### src/rtl/whiten_stream_pkg.sv
// whiten_stream_pkg: BLE whitening defaults and stream FSM encoding
package whiten_stream_pkg;
  localparam int BLE_LFSR_WIDTH = 7;
  localparam logic [6:0] BLE_LFSR_TAPS = 7'b0010000;
  localparam int BLE_SKIP_1M = 40;
  localparam int BLE_SKIP_2M = 48;
  localparam int BLE_MAX_PKT_BITS = 2120;
  typedef enum logic [1:0] {IDLE, PASS, WHITEN} state_t;
endpackage

### src/rtl/whiten_stream_lfsr.sv
// whiten_lfsr: Galois whitening LFSR with channel seed load and per-bit step
module whiten_lfsr #(
  parameter int WIDTH = 7,
  parameter logic [WIDTH-1:0] TAPS = 7'b0010000,
  parameter int CH_W = 6
)(
  input  logic            clk,
  input  logic            rst,
  input  logic            load,
  input  logic [CH_W-1:0] ch,
  input  logic            step,
  output logic            out_bit
);
  logic [WIDTH-1:0] lfsr_q, lfsr_d, seed, nxt;
  assign seed[0] = 1'b1;
  for (genvar k = 1; k < WIDTH; k++) begin : g_seed
    if (k <= CH_W) begin : g_ch
      assign seed[k] = ch[CH_W-k];
    end else begin : g_zero
      assign seed[k] = 1'b0;
    end
  end
  always_comb begin
    nxt = {lfsr_q[WIDTH-2:0], 1'b0} ^ (TAPS & {WIDTH{lfsr_q[WIDTH-1]}});
    nxt[0] = lfsr_q[WIDTH-1];
    lfsr_d = load ? seed : step ? nxt : lfsr_q;
  end
  always_ff @(posedge clk or posedge rst)
    if (rst) lfsr_q <= WIDTH'(1);
    else lfsr_q <= lfsr_d;
  assign out_bit = lfsr_q[WIDTH-1];
endmodule

### src/rtl/whiten_stream.sv
// whiten_stream: serial packet whitener with unwhitened header skip, 1-cycle latency
module whiten_stream
  import whiten_stream_pkg::*;
#(
  parameter int CHANNEL_NUMBER_BIT_WIDTH = 6,
  parameter int LFSR_WIDTH = BLE_LFSR_WIDTH,
  parameter logic [LFSR_WIDTH-1:0] LFSR_TAPS = BLE_LFSR_TAPS,
  parameter int SKIP_WIDTH = 7,
  parameter int MAX_PKT_BITS = BLE_MAX_PKT_BITS
)(
  input  logic                                clk,
  input  logic                                rst,
  input  logic [CHANNEL_NUMBER_BIT_WIDTH-1:0] channel_number,
  input  logic                                channel_number_load,
  input  logic [SKIP_WIDTH-1:0]               skip_len,
  input  logic                                whiten_en,
  input  logic                                data_in,
  input  logic                                data_in_valid,
  input  logic                                data_in_valid_last,
  output logic                                data_out,
  output logic                                data_out_valid,
  output logic                                data_out_valid_last,
  output logic                                err_overflow,
  output logic                                cfg_err
);
  localparam int CW = $clog2(MAX_PKT_BITS + 1);
  localparam int XW = CW > SKIP_WIDTH ? CW : SKIP_WIDTH;
  state_t state_q, state_d;
  logic [CW-1:0] count_q, count_d, count_inc;
  logic [SKIP_WIDTH-1:0] skip_q, skip_d, cur_skip;
  logic en_q, en_d, cur_en, idle, whiten, ovf;
  logic dout_q, dout_d, vout_q, vout_d, lout_q, lout_d, ovf_q, cfg_q, cfg_d;
  logic lfsr_bit, lfsr_load;
  always_comb begin
    idle = state_q == IDLE;
    cur_skip = idle ? skip_len : skip_q;
    cur_en = idle ? whiten_en : en_q;
    count_inc = idle ? CW'(1) : (count_q == CW'(MAX_PKT_BITS)) ? count_q : count_q + CW'(1);
    whiten = data_in_valid && (state_q == WHITEN || (idle && whiten_en && skip_len == '0));
    // count_inc includes the current bit, so the overrun fires on the MAX_PKT_BITS-th bit
    ovf = data_in_valid && !data_in_valid_last && count_inc == CW'(MAX_PKT_BITS);
    lfsr_load = channel_number_load && idle && !data_in_valid;
    cfg_d = channel_number_load && !lfsr_load;
    state_d = state_q;
    count_d = count_q;
    skip_d = skip_q;
    en_d = en_q;
    if (data_in_valid) begin
      count_d = count_inc;
      skip_d = cur_skip;
      en_d = cur_en;
      state_d = (cur_en && XW'(count_inc) >= XW'(cur_skip)) ? WHITEN : PASS;
      if (data_in_valid_last || ovf) begin
        state_d = IDLE;
        count_d = '0;
      end
    end
    dout_d = data_in_valid & (data_in ^ (whiten & lfsr_bit));
    vout_d = data_in_valid;
    lout_d = data_in_valid & data_in_valid_last;
  end
  always_ff @(posedge clk or posedge rst)
    if (rst) begin
      state_q <= IDLE;
      count_q <= '0;
      skip_q <= '0;
      en_q <= 1'b0;
      dout_q <= 1'b0;
      vout_q <= 1'b0;
      lout_q <= 1'b0;
      ovf_q <= 1'b0;
      cfg_q <= 1'b0;
    end else begin
      state_q <= state_d;
      count_q <= count_d;
      skip_q <= skip_d;
      en_q <= en_d;
      dout_q <= dout_d;
      vout_q <= vout_d;
      lout_q <= lout_d;
      ovf_q <= ovf;
      cfg_q <= cfg_d;
    end
  whiten_lfsr #(
    .WIDTH(LFSR_WIDTH),
    .TAPS(LFSR_TAPS),
    .CH_W(CHANNEL_NUMBER_BIT_WIDTH)
  ) u_lfsr (
    .clk(clk),
    .rst(rst),
    .load(lfsr_load),
    .ch(channel_number),
    .step(whiten),
    .out_bit(lfsr_bit)
  );
  assign data_out = dout_q;
  assign data_out_valid = vout_q;
  assign data_out_valid_last = lout_q;
  assign err_overflow = ovf_q;
  assign cfg_err = cfg_q;
endmodule

### config.mk
export PLATFORM = sky130hd
export DESIGN_NAME = whiten_stream
export DESIGN_NICKNAME = d
export VERILOG_FILES = /design/src/rtl/whiten_stream_pkg.sv /design/src/rtl/whiten_stream_lfsr.sv /design/src/rtl/whiten_stream.sv
export SDC_FILE = /design/constraint.sdc
export NUM_CORES = 1
export LEC_CHECK = 0
export BUFFER_PORTS_ARGS = -buffer_cell sky130_fd_sc_hd__buf_2
export CORE_ASPECT_RATIO = 1.4
export CORE_MARGIN = 4
export CORE_UTILIZATION = 43
export DETAILED_ROUTE_END_ITERATION = 7
export GPL_TIMING_DRIVEN = 0
export PLACE_DENSITY = 0.71
export SLEW_MARGIN = 10
export SYNTH_ARGS = -nofsm -noshare
export SYNTH_HDL_FRONTEND = slang
export SYNTH_SLANG_ARGS = --single-unit
### constraint.sdc
create_clock -name clk -period 3.3 [get_ports clk]
set_input_delay 0 -clock clk [delete_from_list [all_inputs] [get_ports clk]]
set_output_delay 0 -clock clk [all_outputs]
set_load 0.01 [all_outputs]
-- Word level (Yosys, flattened, before mapping)
Cells that the tools add are included.
- flip-flop bits (word level): 34
- input bits: 20
- word-level logic and storage cells: 46
- add/subtract/negate cells: 1
- magnitude comparators: 1
- equal/unequal tests: 3
- muxes and demuxes: 9
- bitwise logic cells: 5
- reduce and logical (&&, ||, !) cells: 17
- operators with widths (kind ; count):
    two-way mux 12 bit ; 3
    equality test 12 bit, second input constant ; 2
    two-way mux 7 bit ; 3
    adder 12 x 1 -> 12 bit, second input constant ; 1
    >= comparator 12 x 7 -> 1 bit ; 1
    logical AND 1 bit ; 9
    zero test 7 bit ; 1
    XOR 7 x 5 -> 7 bit ; 1
    two-way mux 2 bit ; 2
    bitwise AND 1 bit ; 3
    zero test 1 bit ; 3
    equality test 2 bit, second input constant ; 1
    zero test 2 bit ; 1
    logical OR 1 bit ; 2
    nonzero test 2 bit ; 1
    two-way mux 1 bit ; 1
    XOR 1 bit ; 1

-- Depth between registers and ports, before layout
Gate-level depths: netlist (run 1).
- depth after elaboration: 8
- mapped depth: 13
- mapped depth without buffers: 13

-- Hierarchy
From an unflattened synthesis (run 1), not the netlist that was laid out.
- cells, all modules: 231
- area total of the unflattened synthesis: 2248.4 um2
- modules (own cells, without submodules) (module ; times used ; cells an instance ; area each (um2)):
    whiten_stream ; 1 ; 199 ; 1903.1
    whiten_lfsr ; 1 ; 32 ; 345.3

-- Worst setup path before layout (run 1)
No wires, ideal clock.
- path type: flip-flop to flip-flop
- from: reg count_q[2]
- to: reg state_q[0]
- setup time: 0.103 ns
- arrival: 2.892 ns
- data required time: 3.197 ns
- setup slack: 0.304 ns
- cell stages (with the launch flop): 13
- path buffers: 1
- clock period less this slack: 2.996 ns
- path through: dfrtp_1 buf_6 or4b_4 nor3_4 xnor2_1 nor2_1 ha_1 nand2b_1 a211oi_1 o21ai_0 or2_2 o211a_1 o41ai_2
- longest elaborated chain between the ends: 7
- ends and longest elaborated chain (element ; RTL line ; source):
    start, declared ; whiten_stream.sv:29 ; logic [CW-1:0] count_q, count_d, count_inc;
    start signal, assigned ; whiten_stream.sv:75 ; count_q <= count_d;
    adder 12 x 1 -> 12 bit / equality test 12 bit (equally long branches) ; whiten_stream.sv:38 ; count_inc = idle ? CW'(1) : (count_q == CW'(MAX_PKT_BITS)) ? count_q : count_q + CW'(1);
    two-way mux 12 bit * (2 in a row) ; whiten_stream.sv:38 ;
    >= comparator 12 x 7 -> 1 bit / equality test 12 bit (equally long branches) ; whiten_stream.sv:52, whiten_stream.sv:41 ;
    logical AND 1 bit, on equally long branches ; whiten_stream.sv:52, whiten_stream.sv:41 ;
    two-way mux 2 bit / logical OR 1 bit (equally long branches) ; whiten_stream.sv:52, whiten_stream.sv:53 ;
    two-way mux 2 bit * ; whiten_stream.sv:53 ; if (data_in_valid_last || ovf) begin
    end signal, assigned ; whiten_stream.sv:74 ; state_q <= state_d;
    end, declared ; whiten_stream.sv:28 ; state_t state_q, state_d;
Every way passes the cells marked *; elsewhere a longest branch is shown, timed or not.
A chain may end at the register's enable or synchronous reset.

-- Final worst setup path (run 1)
Ends and elaborated chain as after synthesis.

==> results.py, run 1 <==
metrics = {
    "worst_setup_path": {
        "critPathMaxFanout": 9,
        "crit_buf_inv": 2,
        "path_common_cell": "buf_6",
        "cp.depth": 13,
        "r2r-start": "count_q[2]",
        "critPathSlowestCell": "or4b_4",
        "critPathArrivalTime_ps": 3380,
        "max_stage_delay_ps": 520,
        "cp_cell_sequence": "buf_6 -> or4b_4 -> nor3_4 -> buf_6 -> xnor2_2 -> nor2_2 -> ha_1 -> nand2b_1 -> a211oi_2 -> o21ai_1 -> or2_2 -> o211a_1 -> o41ai_2",
        "required_ps": 3490,
        "crit_start": "count_q[2]",
        "r2r_end": "state_q[0]",
        "r2r_slack_ps": 120,
        "cp_top_family": "simple AND/OR/NAND/NOR gates",
        "crit_type": "register to register",
        "crit_path_start_kind": "register",
        "setup.worst_path.end_class": "register",
        "crit_path_end": "state_q[0]",
        "r2r.worst_path.cells": 13,
    },
    "global_route": {
        "antenna_found_initial": 0,
        "grt_usage": 0.188,
        "grt_pass1_vias": 1933,
        "grt_pass1_wl_um": 8780,
        "grt_overflow": 0,
        "grt_max_degree": 35,
    },
    "sta": {
        "worstMarginPinSlew_ps": 716,
        "finalCriticalPeriod_ps": 3180,
        "hold_violations": 0,
        "finalCritPeriodShare": 0.965,
        "max_slew_margin": 0.522,
        "final_max_slew_viol_count": 0,
        "rsz0062_at_grt": "no",
        "fin_skew_ps": 5.32,
        "fmax_ghz": 0.314,
        "whs_ps": 25.9,
        "setup_viol": 0,
    },
    "placed_design": {
        "hpwl_um": 3630,
        "gp_congestion": 0.866,
        "io_buffers": 24,
    },
    "layout": {
        "area_growth_syn_to_layout_pct": 22.1,
        "nets": 300,
        "mostFrequentLayoutCell": "dfrtp_1",
        "diodes": 0,
        "most-common-layout-cells": "dfrtp_1 (31), buf_2 (25), nor2_1 (20)",
        "drive_gt1_frac": 0.235,
        "post-route-util": 0.539,
    },
    "pwr": {
        "switchingPower_mw": 0.293,
        "p_leak_nw": 1.10,
        "p_clk_frac": 0.335,
        "netSwitchingFraction": 0.293,
        "p_comb_frac": 0.182,
        "p_int_mw": 0.708,
        "fin_total_pwr_mw": 1.00,
        "seqPwrFrac": 0.482,
        "power_density_nw_per_um2": 387,
        "peakVddDrop_mv": 0.291,
    },
    "synth": {
        "ys_top_cells_by_area": "dfrtp_1 (39%), ha_1 (5.3%), mux2i_1 (5.2%), o21ai_0 (3.8%), nor2_1 (3.7%)",
        "yosys.area.top_type": "dfrtp_1",
        "synth_edf_count": 0,
        "synth_top_area_share": 0.390,
        "synth.avg_cell_area_um2": 9.42,
        "ys_types": 54,
        "synthCells": 225,
        "ys_seq_area_frac": 0.402,
        "syn-cell-area_um2": 2120,
        "syn-num-nets": 254,
        "ys_ff_latch": 34,
        "ys_warn_count": 0,
        "async_flop_share": 1.00,
        "ys_dominant_reg_cell": "dfrtp_1",
    },
    "routing": {
        "ant_nets": 0,
        "wl_per_cell_um": 15.4,
        "first_iter_violations": 92,
        "viasPerCell": 5.56,
        "first_pass_iters": 4,
        "vias": 1867,
        "drc_errors": 0,
        "wirelength_um": 5160,
    },
    "floorplanning": {
        "rows": 30,
        "die_x_um": 67.3,
        "initial_utilization": 0.441,
        "die_h_um": 91.1,
        "dieArea_um2": 6130,
        "core_um2": 4800,
        "ios": 25,
    },
    "clock_tree": {
        "cts_max_path_buffers": 2,
        "clock_latency_ps": 290,
        "clkTransAtPathRegs_ps": 80,
        "cts_tree": "yes",
        "root_buffer": "clkbuf_8",
        "htreeDepth": 2,
        "numCtsBuffers": 5,
        "clock_sink_count": 34,
    },
    "run": {
        "cap_violations": 0,
    },
    "hold_path": {
        "min_path_type": "input pin to register",
    },
    "run_status": {
        "outcome": "complete, no violations",
    },
}
worst reg2reg max path: stages (launching register included):
cell and delay, ps:
dfrtp_1 370, buf_6 140, or4b_4 530, nor3_4 200
buf_6 160, xnor2_2 70, nor2_2 160, ha_1 240
nand2b_1 160, a211oi_2 230, o21ai_1 120, or2_2 310
o211a_1 220, o41ai_2 180
per-stage QoR:
| step | instances | area, um^2 | TNS (ps) | setup WS, ps |
|---|---|---|---|---|
| 2_1_floorplan | 225 | 2120 | 0 | 304 |
| 3_3_place_gp | 313 | 2320 | -209 | -159 |
| 3_5_place_dp | 313 | 2320 | -183 | -144 |
| 4_1_cts | 332 | 2530 | 0 | 36.8 |
| 5_1_grt | 336 | 2590 | 0 | 17.1 |
| 6_report | 336 | 2590 | 0 | 115 |
routing by layer:
layer  vias up  routed length [um]  global-route usage  part of all wire
met3        11                 178              0.0285             0.034
met2        38                2800               0.340              0.54
met5         -                   0                   0                 0
met1       896                2040               0.203              0.39
met4         0                 148              0.0931             0.029
li1        922                   -                   -                 -
power groups by stage:
stage / registers (mW) / logic, mW / clock network (mW)
after CTS: 0.481 / 0.173 / 0.340
final: 0.483 / 0.183 / 0.336
after global routing: 0.488 / 0.207 / 0.358
after global placement: 0.488 / 0.158 / 0
after floorplan: 0.485 / 0.113 / 0
after detailed placement: 0.489 / 0.162 / 0
timing repair:
| item | in CTS | in global routing |
|---|---|---|
| buffers inserted | 0 | 4 |
| hold buffers | 11 | 0 |
| resized for setup | 1 | 12 |
| pin swaps | 1 | 3 |
| endpoints found under the setup margin | 2 | 2 |
| hold endpoints to repair | 43 | 0 |
sequential cells by signal, indices dropped and copies added, names as in the netlist, 2 cells and up:
register and flops:
u_lfsr.lfsr_q 7, skip_q 7, count_q 12, state_q 2
logic make-up after synthesis:
group           count (synthesis)  share of synthesized area
compound gates                 57                      0.191
xor+xnor                        6                     0.0248
fa+ha+maj                       9                     0.0531
buf+inv                        24                     0.0472
flops                          34                      0.402
mux                            14                     0.0679
simple gates                   81                      0.214
worst min-delay path by stage:
stage	start	to	slack (ps)	cells after the start
finish	data_in_valid_last	data_out_valid_last	30	2
global route	data_in_valid_last	data_out_valid_last	50	2
CTS	data_in_valid_last	data_out_valid_last	10	2
detailed placement	data_in_valid	data_out_valid	140	1
global placement	data_in_valid	data_out_valid	140	1
floorplan	data_in_valid	data_out_valid	30	0
Yosys cell counts (all sizes together), types with 5 or more instances:
| cell type | n |
|---|---|
| a21oi | 12 |
| inv | 12 |
| and2 | 5 |
| clkbuf | 9 |
| nor3 | 6 |
| dfrtp | 33 |
| nor2 | 22 |
| nand3 | 6 |
| mux2i | 11 |
| nand2b | 5 |
| nand2 | 14 |
| xnor2 | 5 |
| ha | 9 |
| o21ai | 16 |
final cells by class:
type	count	area, um^2
clock inverters	2	12.5
inverters	12	45.0
repair buffers	39	264
flip-flops and latches	34	855
clock buffers	6	82.6
plain buffers	12	60.1
well taps	64	80.1
multi-input cells	167	1190
fillers	464	2220
Note: power is estimated with default switching activity, not from simulation.
==> inputs of run 2 (changes only) <==
--- a/config.mk
+++ b/config.mk
@@ -5,13 +5,14 @@
 export SDC_FILE = /design/constraint.sdc
 export NUM_CORES = 1
 export LEC_CHECK = 0
-export BUFFER_PORTS_ARGS = -buffer_cell sky130_fd_sc_hd__buf_2
+export BUFFER_PORTS_ARGS = -buffer_cell sky130_fd_sc_hd__clkbuf_2
+export CAP_MARGIN = 40
 export CORE_ASPECT_RATIO = 1.4
 export CORE_MARGIN = 4
 export CORE_UTILIZATION = 43
 export DETAILED_ROUTE_END_ITERATION = 7
 export GPL_TIMING_DRIVEN = 0
-export PLACE_DENSITY = 0.71
+export PLACE_DENSITY = 0.68
 export SLEW_MARGIN = 10
 export SYNTH_ARGS = -nofsm -noshare
 export SYNTH_HDL_FRONTEND = slang
==> run 2 against run 1 <==
  * Global-route usage shrank 0.65 points
  * Count of clock-buffer cells in the layout shrank 1
  * Clock skew grew 3.8 ps
  * Fmax grew 0.64%
  * Wire length shrank 1.5%
  * Via count grew 0.37%
  * Combinational power shrank 4%
  * Worst setup slack gained 20 ps
  * Register-to-register slack gained 20 ps
  * Critical path depth shrank 1
  * Worst hold slack gained 15 ps
  * Critical path type unchanged
  * Highest routed layer unchanged
==> results.py, run 2 (synthesis gave the netlist of run 1 again) <==
metrics = {
    "run_status": {
        "outcome": "complete, no violations",
    },
    "floorplanning": {
        "initial_utilization": 0.441,
        "dieArea_um2": 6130,
        "ios": 25,
        "core_um2": 4800,
        "die_x_um": 67.3,
        "die_h_um": 91.1,
        "rows": 30,
    },
    "worst_setup_path": {
        "crit_start": "count_q[2]",
        "r2r_end": "state_q[0]",
        "r2r-start": "count_q[2]",
        "required_ps": 3500,
        "crit_path_start_kind": "register",
        "crit_path_end": "state_q[0]",
        "critPathMaxFanout": 9,
        "r2r.worst_path.cells": 12,
        "r2r_slack_ps": 140,
        "setup.worst_path.end_class": "register",
        "crit_type": "register to register",
        "critPathArrivalTime_ps": 3360,
    },
    "layout": {
        "nets": 300,
        "most-common-layout-cells": "dfrtp_1 (30), clkbuf_2 (26), nor2_1 (20)",
        "drive_gt1_frac": 0.235,
        "largest_reg_flops": 12,
        "reg_top3": "count_q: 12 flops, skip_q: 7 flops, u_lfsr.lfsr_q: 7 flops",
        "fill_cells": 463,
        "stdcell_area_um2": 2590,
        "mostFrequentLayoutCell": "dfrtp_1",
        "diodes": 0,
        "area_growth_syn_to_layout_pct": 22.2,
        "top_register": "count_q",
        "final_cells": 336,
    },
    "pwr": {
        "fin_total_pwr_mw": 1.05,
        "peakVddDrop_mv": 0.428,
        "power_density_nw_per_um2": 405,
        "p_leak_nw": 1.09,
    },
    "routing": {
        "drc_errors": 0,
        "wl_per_cell_um": 15.1,
        "first_iter_violations": 48,
        "viasPerCell": 5.58,
        "wirelength_um": 5090,
        "vias": 1874,
        "ant_nets": 0,
        "first_pass_iters": 4,
    },
    "clock_tree": {
        "cts_tree": "yes",
        "clkTransAtPathRegs_ps": 80,
        "clock_sink_count": 34,
        "htreeDepth": 2,
        "numCtsBuffers": 5,
        "cts_max_path_buffers": 2,
        "root_buffer": "clkbuf_8",
        "clock_latency_ps": 290,
    },
    "placed_design": {
        "placedInstanceArea_um2": 2320,
        "io_buffers": 24,
        "dp_cells": 313,
        "gp_congestion": 0.821,
        "hpwl_um": 3620,
    },
    "sta": {
        "timing.setup.tns_ps": 0,
        "final_max_slew_viol_count": 0,
        "fmax_ghz": 0.316,
        "hold_violations": 0,
        "worstMarginPinSlew_ps": 728,
        "setup_viol": 0,
        "fin_skew_ps": 9.11,
        "finalCritPeriodShare": 0.959,
        "finalCriticalPeriod_ps": 3160,
        "max_slew_margin": 0.514,
    },
    "run": {
        "cap_violations": 0,
    },
    "global_route": {
        "grt_pass1_vias": 1908,
        "antenna_found_initial": 0,
        "grt_usage": 0.181,
        "grt_pass1_wl_um": 8600,
        "grt_max_degree": 35,
        "grt_overflow": 0,
    },
    "hold_path": {
        "min_path_type": "input pin to register",
        "hold_path_depth": 2,
    },
}
[run 2: cell count changes in the layout (fill, tap and decap cells not counted), sizes merged]
cell / change
buf: -23
bufinv: +1
clkbuf: +22
clkinv: -1
clkinvlp: +1
[run 2: per-layer routing]
| layer | track usage | vias to the layer above | part of all wire |
|---|---|---|---|
| met4 | 0.0660 | 0 | 0.023 |
| li1 | - | 906 | - |
| met5 | 0 | - | 0 |
| met1 | 0.214 | 907 | 0.39 |
| met2 | 0.318 | 49 | 0.54 |
| met3 | 0.0322 | 12 | 0.045 |
[run 2: final cells by class]
class,instances,area [um^2],area share
timing repair buffer,39,260,0.100
clock buffer,5,68.8,0.0266
sequential,34,856,0.330
tap,64,80.1,0.0309
inverter,12,45.0,0.0174
buffer,12,57.6,0.0222
clock inverter,3,45.0,0.0174
multi-input combinational,167,1180,0.455
[run 2: worst min-delay path by stage]
stage                  startpoint             endpoint  slack (ps)
6_report       data_in_valid_last  data_out_valid_last          40
4_1_cts        data_in_valid_last  data_out_valid_last          30
5_1_grt        data_in_valid_last  data_out_valid_last          70
3_5_place_dp        data_in_valid       data_out_valid         150
2_1_floorplan       data_in_valid       data_out_valid          30
3_3_place_gp        data_in_valid       data_out_valid         140
[run 2: power breakdown]
| group | internal [mW] | switching [mW] |
|---|---|---|
| clock network | 0.225 | 0.167 |
| logic | 0.0792 | 0.0964 |
| registers | 0.456 | 0.0259 |
| total | 0.760 | 0.289 |
[run 2: what timing repair did]
item,in CTS,in global routing
pin swaps,0,2
resized for setup,1,10
buffers inserted,0,4
hold buffers,11,0
cloned,0,0
hold endpoints to repair,43,0
setup endpoints to repair,2,2
[run 2: metrics by stage]
| stage | worst slack [ps] | hold slack, ps | util |
|---|---|---|---|
| after floorplan | 304 | 31.4 | - |
| after global placement | -169 | 143 | 0.483 |
| after detailed placement | -183 | 147 | 0.483 |
| after CTS | 15.1 | 33.5 | 0.530 |
| after global routing | -7.66 | 66.8 | 0.539 |
| final | 136 | 41.0 | 0.539 |
[run 2: worst max-delay path, stage by stage, from the launching register on]
cell      delay (ps)
dfrtp_1          380
buf_6            140
or4b_4           520
nor3_4           280
xnor2_1          140
nor2_2           180
ha_1             250
nand2b_1         130
a211oi_1         230
o21ai_1          120
or2_2            300
o211a_1          220
o41ai_2          180
==> inputs of run 3 (changes only) <==
--- a/config.mk
+++ b/config.mk
@@ -5,7 +5,7 @@
 export SDC_FILE = /design/constraint.sdc
 export NUM_CORES = 1
 export LEC_CHECK = 0
-export BUFFER_PORTS_ARGS = -buffer_cell sky130_fd_sc_hd__clkbuf_2
+export BUFFER_PORTS_ARGS = -buffer_cell sky130_fd_sc_hd__buf_2
 export CAP_MARGIN = 40
 export CORE_ASPECT_RATIO = 1.4
 export CORE_MARGIN = 4
==> run 3 against run 2 <==
  * Die area is the same
  * Final area grew 0.43%
  * Wire length shrank 0.92%
  * Sequential power is essentially flat
  * Clock power grew 4%
  * Register-to-register slack is essentially flat
==> results.py, run 3 (synthesis gave the netlist of run 1 again) <==
metrics = {
    "worst_setup_path": {
        "critPathSlowestCell": "or4b_4",
        "setup.worst_path.end_class": "register",
        "max_stage_delay_ps": 520,
        "critPathArrivalTime_ps": 3340,
        "cp_cell_sequence": "buf_6 -> or4b_4 -> nor3_4 -> xnor2_2 -> nor2_2 -> ha_1 -> nand2b_1 -> a211oi_2 -> o21ai_1 -> or2_2 -> o211a_1 -> o41ai_2",
        "critPathMaxFanout": 9,
        "crit_path_start_kind": "register",
        "crit_type": "register to register",
        "required_ps": 3490,
    },
    "pwr": {
        "peakVddDrop_mv": 0.467,
        "power_density_nw_per_um2": 411,
        "fin_total_pwr_mw": 1.07,
        "p_leak_nw": 1.11,
    },
    "sta": {
        "setup_viol": 0,
        "final_max_slew_viol_count": 0,
        "fin_skew_ps": 8.58,
        "timing.setup.tns_ps": 0,
        "worstMarginPinSlew_ps": 723,
        "hold_violations": 0,
        "finalCriticalPeriod_ps": 3150,
        "max_slew_margin": 0.517,
        "fin_ws_ps": 148,
        "finalCritPeriodShare": 0.955,
        "fmax_ghz": 0.317,
        "whs_ps": 30.7,
    },
    "layout": {
        "reg_top3": "count_q: 12 flops, skip_q: 7 flops, u_lfsr.lfsr_q: 7 flops",
        "final_cells": 336,
        "nets": 300,
        "fill_cells": 475,
        "post-route-util": 0.541,
        "top_register": "count_q",
        "mostFrequentLayoutCell": "dfrtp_1",
        "stdcell_area_um2": 2600,
        "diodes": 0,
        "most-common-layout-cells": "dfrtp_1 (31), buf_2 (25), nor2_1 (20)",
        "drive_gt1_frac": 0.232,
        "largest_reg_flops": 12,
        "area_growth_syn_to_layout_pct": 22.7,
    },
    "routing": {
        "first_iter_violations": 68,
        "wl_per_cell_um": 15.0,
        "vias": 1845,
        "wirelength_um": 5040,
        "drc_errors": 0,
        "first_pass_iters": 4,
        "viasPerCell": 5.49,
        "ant_nets": 0,
    },
    "floorplanning": {
        "ios": 25,
        "die_x_um": 67.3,
        "rows": 30,
        "die_h_um": 91.1,
        "core_um2": 4800,
        "dieArea_um2": 6130,
        "initial_utilization": 0.441,
    },
    "clock_tree": {
        "clkTransAtPathRegs_ps": 70,
        "cts_max_path_buffers": 2,
        "numCtsBuffers": 5,
        "clock_latency_ps": 290,
        "clock_sink_count": 34,
        "cts_tree": "yes",
        "htreeDepth": 2,
        "root_buffer": "clkbuf_8",
    },
    "global_route": {
        "grt_pass1_wl_um": 8650,
        "grt_overflow": 0,
        "grt_max_degree": 35,
        "antenna_found_initial": 0,
        "grt_pass1_vias": 1857,
        "grt_usage": 0.184,
    },
    "placed_design": {
        "placedInstanceArea_um2": 2320,
        "io_buffers": 24,
        "gp_congestion": 0.830,
        "hpwl_um": 3600,
        "pre_cts_ws_ps": -218,
        "dp_cells": 313,
    },
    "run": {
        "cap_violations": 0,
    },
    "hold_path": {
        "min_path_type": "input pin to register",
    },
    "run_status": {
        "outcome": "complete, no violations",
    },
}
==> run 3: cell count changes in the layout (fill, tap and decap cells not counted), sizes merged <==
cell and change:
clkinvlp -2, clkbuf -21, buf +23
==> run 3: routing by layer <==
metal / routed length, um / track usage / vias up
met5: 0 / 0 / -
met2: 2600 / 0.299 / 41
met1: 2050 / 0.231 / 876
li1: - / - / 913
met4: 163 / 0.0880 / 0
met3: 217 / 0.0322 / 15
==> run 3: area by class of cell <==
cell class | count | area, um^2 | share of cell area
multi-input combinational | 167 | 1180 | 0.456
sequential | 34 | 855 | 0.329
timing repair buffer | 39 | 260 | 0.100
clock buffer | 7 | 86.3 | 0.0332
tap | 64 | 80.1 | 0.0308
buffer | 12 | 60.1 | 0.0231
inverter | 12 | 45.0 | 0.0173
clock inverter | 1 | 30.0 | 0.0115
==> run 3: path summary, 6_finish.rpt <==
check                                    from             endpoint  slack, ps  cells past startpoint
max                                count_q[2]           state_q[0]        150                     12
min                        data_in_valid_last  data_out_valid_last         30                      2
max reg2reg                        count_q[2]           state_q[0]        150                     12
min reg2reg                  u_lfsr.lfsr_q[0]     u_lfsr.lfsr_q[0]        490                      2
max in group asynchronous                 rst           count_q[0]       2420                      3
min in group asynchronous                 rst  data_out_valid_last        370                      3
==> run 3: where the power goes <==
group | internal, mW | switching, mW | total, mW
clock | 0.246 | 0.160 | 0.406
sequential | 0.456 | 0.0269 | 0.483
combinational | 0.0837 | 0.0969 | 0.181
==> run 3: worst max-delay path, delay by kind of cell (launching register included) <==
| kind | cells | cell delay, ps |
|---|---|---|
| compound gates | 4 | 740 |
| xor+xnor | 1 | 160 |
| fa+ha+maj | 1 | 260 |
| buf+inv | 1 | 130 |
| flops | 1 | 370 |
| simple gates | 5 | 1380 |
==> run 3: timing repair <==
action	in CTS	in global routing
endpoints found under the hold margin	43	0
gates resized for setup	1	11
pin swaps	1	1
hold buffers	11	0
setup endpoints to repair	2	2
setup buffers	0	4
gates cloned	0	0
